### config.mk
export PLATFORM = sky130hd
export DESIGN_NAME = modarith_host_seq_flat
export DESIGN_NICKNAME = d
export VERILOG_FILES = /design/src/rtl/modarith_host_seq_if.sv /design/src/rtl/modarith_host_seq.sv /design/src/flat_wrapper.sv
export SDC_FILE = /design/constraint.sdc
export NUM_CORES = 2
export LEC_CHECK = 0
export BUFFER_PORTS_ARGS = -buffer_cell sky130_fd_sc_hd__buf_4
export CELL_PAD_IN_SITES_DETAIL_PLACEMENT = 1
export CELL_PAD_IN_SITES_GLOBAL_PLACEMENT = 1
export CORE_ASPECT_RATIO = 0.7
export CORE_MARGIN = 2
export CORE_UTILIZATION = 37
export DETAILED_ROUTE_END_ITERATION = 7
export HOLD_SLACK_MARGIN = 0.02
export PLACE_DENSITY = 0.74
export SYNTH_ARGS = -nofsm -noshare
export SYNTH_HDL_FRONTEND = slang
export SYNTH_SLANG_ARGS = --single-unit
### constraint.sdc
create_clock -name clk -period 41.4 [get_ports clk]
set_input_delay 6.21 -clock clk [delete_from_list [all_inputs] [get_ports clk]]
set_output_delay 6.21 -clock clk [all_outputs]
set_load 0.05 [all_outputs]
### src/rtl/modarith_host_seq_if.sv
// Core-side bus of the MADD_MSUB modular add/subtract core: load bus, strobes, read-back and status.
interface modarith_host_seq_if #(
  parameter int unsigned DW = 16
);
  logic [DW-1:0] datain;
  logic          loada;
  logic          loadb;
  logic          loadp;
  logic          madd_en;
  logic          msub_en;
  logic          outs0;
  logic          outs1;
  logic [DW-1:0] regs0out;
  logic [DW-1:0] regs1out;
  logic          result_rdy;
  logic          result_flag;

  // Sequencer side
  modport master (
    output datain, loada, loadb, loadp, madd_en, msub_en, outs0, outs1,
    input  regs0out, regs1out, result_rdy, result_flag
  );

  // Core side
  modport slave (
    input  datain, loada, loadb, loadp, madd_en, msub_en, outs0, outs1,
    output regs0out, regs1out, result_rdy, result_flag
  );
endinterface

### src/rtl/modarith_host_seq.sv
// Host sequencer for the MADD_MSUB core: serialises a/b/p onto the 16-bit load bus,
// fires the operation, waits for result_rdy (with timeout) and collects the result.
module modarith_host_seq #(
  parameter int unsigned W       = 256,
  parameter int unsigned DW      = 16,
  parameter int unsigned RD_LAT  = 1,
  parameter int unsigned TIMEOUT = 1023
) (
  input  logic         clk,
  input  logic         rst,
  input  logic         start,
  input  logic         op,
  input  logic         load_p,
  input  logic [W-1:0] a_in,
  input  logic [W-1:0] b_in,
  input  logic [W-1:0] p_in,
  output logic         busy,
  output logic         done,
  output logic         err,
  output logic [W-1:0] result,
  output logic         result_flag_o,
  modarith_host_seq_if.master core
);
  localparam int unsigned NW = W / DW;
  localparam int unsigned IW = $clog2(NW);
  localparam int unsigned CW = $clog2(TIMEOUT + 1);

  typedef enum logic [2:0] {
    S_IDLE, S_LOAD_A, S_LOAD_B, S_LOAD_P, S_START, S_WAIT, S_READ, S_DRAIN
  } state_t;

  state_t        state, state_d;
  logic [CW-1:0] cnt, cnt_d;
  logic [IW-1:0] wcap;
  logic [IW-1:0] widx_c;
  logic [W-1:0]  a_sh, b_sh, p_sh, res_sh;
  logic [W-1:0]  a_nx_c, res_ins_c;
  logic          op_sh, lp_sh;
  logic [RD_LAT-1:0] samp_sr;
  logic          accept_c, last_c, cap_c;
  logic [DW-1:0] rd_word_c;

  logic          busy_d, done_d, err_d;
  logic [DW-1:0] datain_d, datain_q;
  logic          loada_d, loadb_d, loadp_d, madd_en_d, msub_en_d, outs0_d, outs1_d;
  logic          loada_q, loadb_q, loadp_q, madd_en_q, msub_en_q, outs0_q, outs1_q;

  assign core.datain  = datain_q;
  assign core.loada   = loada_q;
  assign core.loadb   = loadb_q;
  assign core.loadp   = loadp_q;
  assign core.madd_en = madd_en_q;
  assign core.msub_en = msub_en_q;
  assign core.outs0   = outs0_q;
  assign core.outs1   = outs1_q;

  // Next state plus next values of all registered outputs (decoded from the next state)
  always_comb begin
    state_d   = state;
    cnt_d     = cnt;
    done_d    = 1'b0;
    err_d     = 1'b0;
    accept_c  = (state == S_IDLE) && start;
    last_c    = (cnt == CW'(NW - 1));
    cap_c     = samp_sr[RD_LAT-1];
    rd_word_c = op_sh ? core.regs1out : core.regs0out;
    res_ins_c = res_sh;
    res_ins_c[int'(wcap)*DW +: DW] = rd_word_c;

    case (state)
      S_IDLE: begin
        if (start) begin
          state_d = S_LOAD_A;
          cnt_d   = '0;
        end
      end
      S_LOAD_A: begin
        if (last_c) begin
          state_d = S_LOAD_B;
          cnt_d   = '0;
        end else begin
          cnt_d = cnt + CW'(1);
        end
      end
      S_LOAD_B: begin
        if (last_c) begin
          state_d = lp_sh ? S_LOAD_P : S_START;
          cnt_d   = '0;
        end else begin
          cnt_d = cnt + CW'(1);
        end
      end
      S_LOAD_P: begin
        if (last_c) begin
          state_d = S_START;
          cnt_d   = '0;
        end else begin
          cnt_d = cnt + CW'(1);
        end
      end
      S_START: begin
        state_d = S_WAIT;
        cnt_d   = '0;
      end
      S_WAIT: begin
        if (core.result_rdy) begin
          state_d = S_READ;
          cnt_d   = '0;
        end else if (cnt == CW'(TIMEOUT - 1)) begin
          state_d = S_IDLE;
          cnt_d   = '0;
          done_d  = 1'b1;
          err_d   = 1'b1;
        end else begin
          cnt_d = cnt + CW'(1);
        end
      end
      S_READ: begin
        if (last_c) begin
          state_d = S_DRAIN;
          cnt_d   = '0;
        end else begin
          cnt_d = cnt + CW'(1);
        end
      end
      S_DRAIN: begin
        if (cap_c && (wcap == IW'(NW - 1))) begin
          state_d = S_IDLE;
          done_d  = 1'b1;
        end
      end
      default: begin
        state_d = S_IDLE;
        cnt_d   = '0;
      end
    endcase

    // The first word of a must come straight from a_in: the shadow loads on the same edge
    a_nx_c    = accept_c ? a_in : a_sh;
    widx_c    = cnt_d[IW-1:0];
    datain_d  = '0;
    loada_d   = 1'b0;
    loadb_d   = 1'b0;
    loadp_d   = 1'b0;
    madd_en_d = 1'b0;
    msub_en_d = 1'b0;
    outs0_d   = 1'b0;
    outs1_d   = 1'b0;
    case (state_d)
      S_LOAD_A: begin
        loada_d  = 1'b1;
        datain_d = a_nx_c[int'(widx_c)*DW +: DW];
      end
      S_LOAD_B: begin
        loadb_d  = 1'b1;
        datain_d = b_sh[int'(widx_c)*DW +: DW];
      end
      S_LOAD_P: begin
        loadp_d  = 1'b1;
        datain_d = p_sh[int'(widx_c)*DW +: DW];
      end
      S_START: begin
        madd_en_d = ~op_sh;
        msub_en_d = op_sh;
      end
      S_READ: begin
        outs0_d = ~op_sh;
        outs1_d = op_sh;
      end
      default: ;
    endcase
    busy_d = (state_d != S_IDLE);
  end

  // State register
  always_ff @(posedge clk or posedge rst) begin
    if (rst) begin
      state <= S_IDLE;
      cnt   <= '0;
    end else begin
      state <= state_d;
      cnt   <= cnt_d;
    end
  end

  // Operand shadows, read-back collection and registered outputs
  always_ff @(posedge clk or posedge rst) begin
    if (rst) begin
      a_sh          <= '0;
      b_sh          <= '0;
      p_sh          <= '0;
      res_sh        <= '0;
      op_sh         <= 1'b0;
      lp_sh         <= 1'b0;
      wcap          <= '0;
      samp_sr       <= '0;
      result        <= '0;
      result_flag_o <= 1'b0;
      busy          <= 1'b0;
      done          <= 1'b0;
      err           <= 1'b0;
      datain_q      <= '0;
      loada_q       <= 1'b0;
      loadb_q       <= 1'b0;
      loadp_q       <= 1'b0;
      madd_en_q     <= 1'b0;
      msub_en_q     <= 1'b0;
      outs0_q       <= 1'b0;
      outs1_q       <= 1'b0;
    end else begin
      samp_sr <= RD_LAT'({samp_sr, outs0_q | outs1_q});
      if (cap_c) begin
        res_sh <= res_ins_c;
        wcap   <= wcap + IW'(1);
      end
      if (accept_c) begin
        a_sh  <= a_in;
        b_sh  <= b_in;
        p_sh  <= p_in;
        op_sh <= op;
        lp_sh <= load_p;
        wcap  <= '0;
      end
      if ((state == S_WAIT) && core.result_rdy) begin
        result_flag_o <= core.result_flag;
      end
      if (done_d && !err_d) begin
        result <= res_ins_c;
      end
      busy      <= busy_d;
      done      <= done_d;
      err       <= err_d;
      datain_q  <= datain_d;
      loada_q   <= loada_d;
      loadb_q   <= loadb_d;
      loadp_q   <= loadp_d;
      madd_en_q <= madd_en_d;
      msub_en_q <= msub_en_d;
      outs0_q   <= outs0_d;
      outs1_q   <= outs1_d;
    end
  end
endmodule

### src/flat_wrapper.sv
// flat-port wrapper written by rule: the top's interface ports become plain ports
module modarith_host_seq_flat 
#(
  parameter int unsigned W       = 256,
  parameter int unsigned DW      = 16,
  parameter int unsigned RD_LAT  = 1,
  parameter int unsigned TIMEOUT = 1023
)
  (clk, rst, start, op, load_p, a_in, b_in, p_in, busy, done, err, result, result_flag_o, core_datain, core_loada, core_loadb, core_loadp, core_madd_en, core_msub_en, core_outs0, core_outs1, core_regs0out, core_regs1out, core_result_rdy, core_result_flag);
  modarith_host_seq_if #(.DW(DW)) core_i ();
  input  logic clk;
  input  logic rst;
  input  logic start;
  input  logic op;
  input  logic load_p;
  input  logic [W-1:0] a_in;
  input  logic [W-1:0] b_in;
  input  logic [W-1:0] p_in;
  output logic busy;
  output logic done;
  output logic err;
  output logic [W-1:0] result;
  output logic result_flag_o;
  output wire logic [$bits(core_i.datain)-1:0] core_datain;
  output wire logic [$bits(core_i.loada)-1:0] core_loada;
  output wire logic [$bits(core_i.loadb)-1:0] core_loadb;
  output wire logic [$bits(core_i.loadp)-1:0] core_loadp;
  output wire logic [$bits(core_i.madd_en)-1:0] core_madd_en;
  output wire logic [$bits(core_i.msub_en)-1:0] core_msub_en;
  output wire logic [$bits(core_i.outs0)-1:0] core_outs0;
  output wire logic [$bits(core_i.outs1)-1:0] core_outs1;
  input wire logic [$bits(core_i.regs0out)-1:0] core_regs0out;
  input wire logic [$bits(core_i.regs1out)-1:0] core_regs1out;
  input wire logic [$bits(core_i.result_rdy)-1:0] core_result_rdy;
  input wire logic [$bits(core_i.result_flag)-1:0] core_result_flag;
  assign core_datain = core_i.datain;
  assign core_loada = core_i.loada;
  assign core_loadb = core_i.loadb;
  assign core_loadp = core_i.loadp;
  assign core_madd_en = core_i.madd_en;
  assign core_msub_en = core_i.msub_en;
  assign core_outs0 = core_i.outs0;
  assign core_outs1 = core_i.outs1;
  assign core_i.regs0out = core_regs0out;
  assign core_i.regs1out = core_regs1out;
  assign core_i.result_rdy = core_result_rdy;
  assign core_i.result_flag = core_result_flag;
  modarith_host_seq #(.W(W), .DW(DW), .RD_LAT(RD_LAT), .TIMEOUT(TIMEOUT)) u_core (.clk(clk), .rst(rst), .start(start), .op(op), .load_p(load_p), .a_in(a_in), .b_in(b_in), .p_in(p_in), .busy(busy), .done(done), .err(err), .result(result), .result_flag_o(result_flag_o), .core(core_i));
endmodule
==> results.md <==
- Status: complete, no violations
- GP Congestion: 0.942
- Worst path max stage delay: 0.70 ns
- Crit Path Max Fanout: about 170
- EDFF count, synth: 0
- WL final: around 260000 um
- PnR worst setup slack: about 31 ns
- Post-Syn Instances: around 5400
- Layout overhead on the synthesized area: 25.5%
- Hold Buf Count CTS: 0
- Ys flop type: dfrtp_1
- Setup bufs post-CTS: 0
- Most frequent cells in the layout: 1327 x dfrtp_1, 1171 x buf_4, 692 x nand2_1
- Post-place setup slack: 30.41 ns
- Startpoint types: input port
- Net Count, Synth: about 6200
- Post-route design area: between 70000 and 80000 sq um
- Routed vias/inst: 5.72
- Io pins: 1090
- Non-Filler Instances: 8546
- Most frequent cell on the critical path: buf_4
- Routed wire per std cell: around 30 um
- Clk pin slew, worst setup/hold paths: 0.06 ns
- Max Slew Vio Count: 0
- Clk buf depth: 3
- First-pass GRT wire length: approximately 370000 um
- Clk_lat worst skew: 0.80 ns
- # rows: 121
- Crit path max-delay family: buffers and inverters
- Fin Hold WS: roughly 0.48 ns
- Global route overflow: 0
- WP buf/inv: 5
- WP data required: 42.01 ns
- Nets: 7073
- Crit path DAT: roughly 11 ns
- # DRC: 0
- Initial antenna violation count: around 120
- Fillers: 16900
- Clock Sinks: 1327
- Vias: between 40000 and 50000
- Placed Cells: approximately 8200
- Crit-path slowest cell: buf_4
- Sequential fraction of the synthesis area: between 50 and 60%
- Yosys reg bits: roughly 1300
- Worst vdd ir: between 0.00006 and 0.00007 V
- Hold Path Class: flop to flop
- Max Clk Rate: just under 100 MHz
- Detailed Routing Iterations Pass 1: 6
- Mapped Area: 58300 sq um
- Synth warnings: 0
- Core Region: 156000 sq um
- Fin crit share: around a quarter
- Most common cell after layout, fill and taps aside: dfrtp_1
- Fin Setup TNS: 0 ns
- Layout cells sized above 1: roughly 34%
- DR iter-0 viols: ~4700
- DP Wirelength: 190000 um
- Port bufs: between 1000 and 1500
- Max H-tree Level: 4
- Largest net degree at the start of global routing: between 200 and 250
- Critical path class: input port to flop
- Leakage Power: approximately 0.033 uW
- Unrepaired setup endpoints after global routing: false
- Post-synth ARST share: 100%
- Relative slew slack: 7.97%
- Die span in y: between 300 and 400 um
- Setup violators final: 0
- Die X-Extent: around 480 um
- Dpl cell area: ~68000 sq um
- Initial Util: 37.4%
- Worst slew pin tran: 1.38 ns
- Total CTS buffers: 141
- Avg Inst Size Synth: 10.9 sq um
- Post-synth cell types: 75
- Cts repair resizes: 0
- GRT Total Usage: 31.3%
- TritonCTS clock tree: built
- Final hold violations: 0
- Vias in the first global route: roughly 50000
- Crit. End Element: flop
- Min Tclk post-route: around 10 ns
- Max Cap Viol: 0
- Critical path, cell by cell: buf_4 -> nor4b_2 -> buf_12 -> buf_4 -> buf_4 -> buf_4 -> mux2_2 -> o221ai_1 -> o221ai_1 -> nand3_1 -> a32oi_1
- CTS root buf: clkbuf_16
- Post-route ant nets: 0
- Die area: about 160000 sq um
- Clock skew: 0.0342 ns
- Pwr dens: 87.1 nW/um^2
## metal layers
layer	routed length, um	track usage (%)
met5	256	0
met2	116000	46.9
met4	14400	18.3
met1	109000	41.7
met3	17800	6.96
## kinds of logic after synthesis
family | count (synthesis) | synth area share (%)
compound gates | 1320 | 13.9
xor+xnor | 8 | 0.120
fa+ha+maj | 5 | 0.107
buf+inv | 525 | 3.73
flops | 1327 | 56.9
mux | 809 | 15.3
simple gates | 1359 | 9.88
## registers in the layout, summed over array words and instances (netlist names)
register              count
u_core.core.madd_en       1
u_core.core.loadb         1
u_core.core.outs1         1
u_core.err                1
u_core.state              3
u_core.core.loadp         1
u_core.p_sh             256
u_core.lp_sh              1
u_core.core.outs0         1
u_core.done               1
u_core.busy               1
u_core.wcap               4
u_core.result_flag_o      1
u_core.core.msub_en       1
u_core.core.datain       16
u_core.result           256
u_core.cap_c              1
u_core.b_sh             256
u_core.core.loada         1
u_core.res_sh           256
u_core.cnt               10
u_core.op_sh              1
u_core.a_sh             256
## power breakdown
group	internal (uW)	switching (uW)	total [uW]
clock	743	570	1310
sequential	1870	373	2240
combinational	959	1860	2820
total	3570	2800	6370
## final cells by class
class,instances,area (sq um),share of cell area [%]
Clock inverter,46,518,0.708
Multi-Input combinational cell,3501,23100,31.5
Antenna cell,86,215,0.294
Tap cell,2091,2620,3.57
Clock buffer,205,4140,5.66
Sequential cell,1327,33200,45.4
Timing Repair Buffer,1181,8990,12.3
Inverter,109,417,0.569
## synth_stat cells (6+ instances only)
cell	count	area, sq um
or3_1	41	257
inv_1	105	394
a21oi_1	209	1050
o31ai_1	38	285
buf_2	129	646
a31oi_1	23	144
nand2b_1	27	169
nand4_1	10	62.6
a32oi_1	16	140
nor2_1	358	1340
o211ai_1	6	45.0
o2111ai_1	12	105
a41o_1	8	80.1
nor3_1	70	350
and2_1	19	119
a22oi_1	62	465
mux2i_1	131	1310
o22ai_1	82	513
mux2_2	678	7630
dfrtp_1	1327	33200
nor4_1	27	169
nand3_1	43	215
nor2b_1	20	125
a2111o_1	6	67.6
and3_1	12	75.1
o21ai_0	619	3100
or2_2	20	125
clkbuf_1	247	927
nand2_1	694	2610
o221ai_1	128	1120
a221oi_1	48	420
buf_1	32	120
a211oi_1	8	60.1
## per-stage QoR
stage	total power [uW]	util, %
after floorplan	3890	-
after global placement	4900	43.8
after detailed placement	5010	43.8
after CTS	6350	46.8
after global routing	6670	46.9
final	6370	46.9
## worst reg2reg max path: cells and delay by family, from the launching register on
family / cells / cell delay, ns
DFF: 1 / 0.44
AOI/OAI and AO/OA: 5 / 1.74
adders and majority gates: 1 / 0.32
and+or+nand+nor: 3 / 1.54
buffers and inverters: 2 / 1.25
## path summary, 6_finish.rpt
path | from | to | slack [ns] | cells past startpoint
max | start | u_core.core.datain[7]$_DFF_PP0_ | 31.27 | 11
min | u_core.res_sh[187]$_DFFE_PP0P_ | u_core.res_sh[187]$_DFFE_PP0P_ | 0.48 | 2
max reg2reg | u_core.cnt[0]$_DFF_PP0_ | u_core.core.datain[14]$_DFF_PP0_ | 36.02 | 11
min reg2reg | u_core.res_sh[187]$_DFFE_PP0P_ | u_core.res_sh[187]$_DFFE_PP0P_ | 0.48 | 2
max in group asynchronous | rst | u_core.p_sh[143]$_DFFE_PP0P_ | 31.40 | 7
min in group asynchronous | rst | u_core.err$_DFF_PP0_ | 5.44 | 2
Note: power is estimated with default switching activity, not from simulation.
